[src/rtl/ula_param_seq.sv]
// ula_param_seq: registered logic/arithmetic unit with a one-bit-per-cycle shift-add multiplier.
module ula_param_seq #(
  parameter int WIDTH = 6
) (
  input  logic             clk,
  input  logic             reset,
  input  logic             start,
  input  logic             modo,
  input  logic [2:0]       op_sel,
  input  logic [WIDTH-1:0] A,
  input  logic [WIDTH-1:0] B,
  output logic [WIDTH-1:0] O,
  output logic             carry_out,
  output logic             zero,
  output logic             busy,
  output logic             done
);
  localparam int CW = $clog2(WIDTH);
  localparam logic [CW-1:0] LAST = CW'(WIDTH - 1);
  localparam logic [WIDTH:0] ONE = (WIDTH + 1)'(1);
  typedef enum logic {IDLE, MUL} state_t;
  state_t state_q, state_d;
  logic [WIDTH-1:0] a_q, b_q, o_q, o_d;
  logic [2:0] op_q;
  logic modo_q, pend_q, c_q, c_d, z_q, done_q, accept, is_mul, mul_last;
  logic [CW-1:0] cnt_q, cnt_d;
  logic [2*WIDTH-1:0] acc_q, acc_d, prod;
  logic [WIDTH:0] ax, bx, alu;
  assign accept = start && state_q == IDLE;
  assign is_mul = !modo && op_sel == 3'b100;
  assign mul_last = state_q == MUL && cnt_q == LAST;
  // Arithmetic ops run one bit wider so bit WIDTH is the carry or borrow.
  always_comb begin
    ax = {1'b0, a_q};
    bx = {1'b0, b_q};
    alu = modo_q ? (op_q == 3'd0 ? ax & bx : op_q == 3'd1 ? ax | bx : op_q == 3'd2 ? ax ^ bx :
                    op_q == 3'd3 ? {1'b0, ~a_q} : '0)
                 : (op_q == 3'd0 ? ax + bx : op_q == 3'd1 ? ax - bx : op_q == 3'd2 ? ax + ONE :
                    op_q == 3'd3 ? ax - ONE : '0);
    prod = acc_q + (b_q[cnt_q] ? ({{WIDTH{1'b0}}, a_q} << cnt_q) : '0);
    state_d = (accept && is_mul) ? MUL : mul_last ? IDLE : state_q;
    acc_d = accept ? '0 : state_q == MUL ? prod : acc_q;
    cnt_d = accept ? '0 : state_q == MUL ? cnt_q + 1'b1 : cnt_q;
    o_d = mul_last ? prod[WIDTH-1:0] : pend_q ? alu[WIDTH-1:0] : o_q;
    c_d = mul_last ? |prod[2*WIDTH-1:WIDTH] : pend_q ? alu[WIDTH] : c_q;
  end
  always_ff @(posedge clk) begin
    if (reset) begin
      state_q <= IDLE;
      a_q <= '0;
      b_q <= '0;
      modo_q <= 1'b0;
      op_q <= '0;
      pend_q <= 1'b0;
      acc_q <= '0;
      cnt_q <= '0;
      o_q <= '0;
      c_q <= 1'b0;
      z_q <= 1'b1;
      done_q <= 1'b0;
    end else begin
      if (accept) begin
        a_q <= A;
        b_q <= B;
        modo_q <= modo;
        op_q <= op_sel;
      end
      state_q <= state_d;
      pend_q <= accept && !is_mul;
      acc_q <= acc_d;
      cnt_q <= cnt_d;
      o_q <= o_d;
      c_q <= c_d;
      z_q <= o_d == '0;
      done_q <= pend_q || mul_last;
    end
  end
  assign O = o_q;
  assign carry_out = c_q;
  assign zero = z_q;
  assign busy = state_q == MUL;
  assign done = done_q;
endmodule
[config.mk]
export PLATFORM = sky130hd
export DESIGN_NAME = ula_param_seq
export DESIGN_NICKNAME = d
export VERILOG_FILES = /design/src/rtl/ula_param_seq.sv
export SDC_FILE = /design/constraint.sdc
export NUM_CORES = 1
export LEC_CHECK = 0
export ABC_AREA = 1
export BUFFER_PORTS_ARGS = -buffer_cell sky130_fd_sc_hd__buf_2
export CORE_MARGIN = 3
export CORE_UTILIZATION = 40
export CTS_CLUSTER_SIZE = 25
export DETAILED_ROUTE_END_ITERATION = 8
export RECOVER_POWER = 100
export SYNTH_ARGS = -nofsm -noshare
export SYNTH_HDL_FRONTEND = slang
export SYNTH_SLANG_ARGS = --single-unit
[constraint.sdc]
create_clock -name clk -period 2.5 [get_ports clk]
set_input_delay 0.5 -clock clk [delete_from_list [all_inputs] [get_ports clk]]
set_output_delay 0.5 -clock clk [all_outputs]
set_load 0.01 [all_outputs]
==> out/metrics.yaml <==
p_leak_nw: 2.252
r2r_slack_ns: -0.09
synth_cells: 578
placedInstanceArea_um2: 4205
period_share: 1.037
cts.sinks: 42
path_class: "reg -> reg"
htreeDepth: 2
cts_buffer_depth: 2
crit_start: "cnt_q[0]"
syn_area_um2: 3601
die_w_um: 100.9
via_count: 4067
drv_cap: 0
synth_flop_cell: "dfxtp_1"
start_util: 0.4254
die_y_um: 100.9
grt_use_total: 0.2217
insertion_delay_ns: 0.31
critical_path.top_delay_family: "simple AND/OR/NAND/NOR gates"
first_iter_violations: 307
fmax_ghz: 0.3856
totalWireLength_mm: 11.50
cts_tree: "done"
clkSlewWorstSetupHoldPaths_ns: 0.10
die_area_um2: 10180
layout-drive-gt1-share: 0.2557
ys_ff_latch: 42
synth_top_area_share: 0.2335
multi_input_area_um2: 2671
synth_common_cells: "nand2_1, inv_1, nand3_1, o21ai_0, dfxtp_1"
cp.depth: 19
cts_buffers: 5
startpoint_type: "register"
drv_slew: 0
cp_cell_sequence: "inv_4 -> a21oi_2 -> o21ai_2 -> a21oi_2 -> nor2_4 -> nor3_2 -> ha_4 -> a21oi_1 -> nand2_2 -> nand2_2 -> nand2_2 -> nand2_1 -> nand2_1 -> nand2_1 -> nand2_1 -> nor2_1 -> nand2_1 -> nand2_1 -> a21oi_2"
top_level_ports: 29
ant_nets: 0
grt_max_degree: 20
violations: "setup timing"
synth-edff-count: 0
setup_ws_ns: -0.09327
cpMostUsedCell: "nand2_1"
endpoint_kind: "register"
reg2reg_depth: 19
min_period_ns: 2.593
dp_slack_ns: -0.1709
r2r_start: "cnt_q[0]"
final_nets: 711
critPathMaxStageDelay_ns: 0.42
yosys_warnings: 0
async_flop_share: 0
power_density_nw_per_um2: 362.2
antenna_found_initial: 0
reg2reg_to: "carry_out"
grt_overflow_total: 0
wl_per_cell_um: 15.09
setup_viol: 2
avgViaCountPerCell: 5.337
outcome: "complete, but fails checks"
peakVddDrop_v: 0.0002593
relSlewSlack: 0.6362
hold_viol: 0
core_um2: 8464
yosysTopAreaCell: "dfxtp_1"
rsz0062_at_grt: "true"
diodes: 0
gp_congestion: 0.9101
finClkSkew_ns: 0.01363
cp_num_buf_inv: 1
seq_area_um2: 849.6
nFillCells: 841
drt_pre_antenna_iters: 5
crit_fanout: 6
hold_buffers: 0
grt_pass1_wl_mm: 18.10
port_buffers: 28
ys_types: 40
synthTopCellsByArea: "dfxtp_1, nand2_1, ha_1"
syn_nets: 633
ys_seq_area_frac: 0.2335
fin_area_um2: 4712
hold_path.class: "in -> reg"
clock-root-buffer: "clkbuf_8"
grt_pass1_vias: 3617
post-dp-hpwl_mm: 8.583
rows: 33
syn_area_per_cell_um2: 6.230
required_ns: 2.71
post-route-drc-count: 0
slowest_stage: "dfxtp_4"
crit_path_end: "carry_out"
cp_data_arrival_time_ns: 2.80
yosysMostFrequentCell: "nand2_1"
worst_pin_slew_ns: 0.5423
synthToLayoutAreaGrowth_pct: 30.85
tns_ns: -0.1586
worst min path at each step:
stage / from / end / slack (ns) / depth (start not counted)
6_report: A[3] / a_q[3] / 0.42 / 3
5_1_grt: A[1] / a_q[1] / 0.45 / 3
4_1_cts: A[3] / a_q[3] / 0.42 / 3
3_5_place_dp: acc_q[0] / acc_q[0] / 0.47 / 2
3_3_place_gp: acc_q[0] / acc_q[0] / 0.46 / 2
2_1_floorplan: acc_q[0] / acc_q[0] / 0.45 / 2
tightest hold or removal path, cell delays in order:
cell and delay [ns]:
buf_2 0.07, nand3_1 0.06, o21ai_0 0.06
kinds of logic (layout without fill, tap and decap cells):
logic type,Yosys count,in the layout,share of synthesized area
DFF,42,42,0.2335
adders and majority gates,36,36,0.1313
buffers and inverters,106,185,0.1164
and+or+nand+nor,288,288,0.3496
AOI/OAI and AO/OA,100,100,0.1546
xor gates and xnor gates,6,6,0.01460
registers in the layout (all words and copies together), names as in the netlist:
name,cells
cnt_q,3
done,1
modo_q,1
b_q,6
pend_q,1
acc_q,12
zero,1
carry_out,1
O,6
op_q,3
a_q,6
busy,1
layer usage:
layer	wire, µm	GRT usage
met1	5454	0.3316
met2	5125	0.3397
met3	835	0.02837
met4	86	0.04352
met5	0	0
report_power, final:
group / switching [mW] / leakage, nW / internal [mW]
Combinational: 0.306 / 1.87 / 0.191
Sequential: 0.0291 / 0.346 / 0.700
Clock: 0.281 / 0.0408 / 0.200
Total: 0.616 / 2.25 / 1.09
layout make-up:
| cell class | count | area share |
|---|---|---|
| multi-input cells | 430 | 0.5669 |
| flip-flops and latches | 42 | 0.1803 |
| repair buffers | 88 | 0.1325 |
| inverters | 89 | 0.07276 |
| well taps | 105 | 0.02788 |
| clock buffers | 5 | 0.01460 |
| clock inverters | 3 | 0.005045 |
per-stage QoR:
step / hold slack (ns) / utilization / total power, mW / cells
after floorplan: 0.4477 / - / 1.031 / 578
after global placement: 0.4593 / 0.4968 / 1.200 / 744
after detailed placement: 0.4657 / 0.4968 / 1.202 / 744
after CTS: 0.4184 / 0.5178 / 1.693 / 754
after global routing: 0.4503 / 0.5567 / 1.811 / 762
final: 0.4162 / 0.5567 / 1.707 / 762
cell usage in the layout, fill, tap and decap left out, types with 6 or more instances in the layout:
cell / instances
a21oi_2: 6
nor2_1: 36
nand2_1: 134
inv_1: 74
inv_2: 9
buf_2: 19
ha_1: 26
clkbuf_1: 9
o21ai_0: 27
nand2_2: 12
dfxtp_1: 37
nand4_1: 10
nand3_1: 67
a21oi_1: 23
buf_4: 54
o21ai_1: 9
o211ai_1: 10
o21ai_2: 10
ha_4: 6
what timing repair did:
action,CTS,global route
pin swaps,11,29
buffers inserted,2,8
gates resized for setup,27,71
endpoints found under the setup margin,11,14
gates cloned,0,1
No activity file was read; power rests on OpenSTA's default activity.
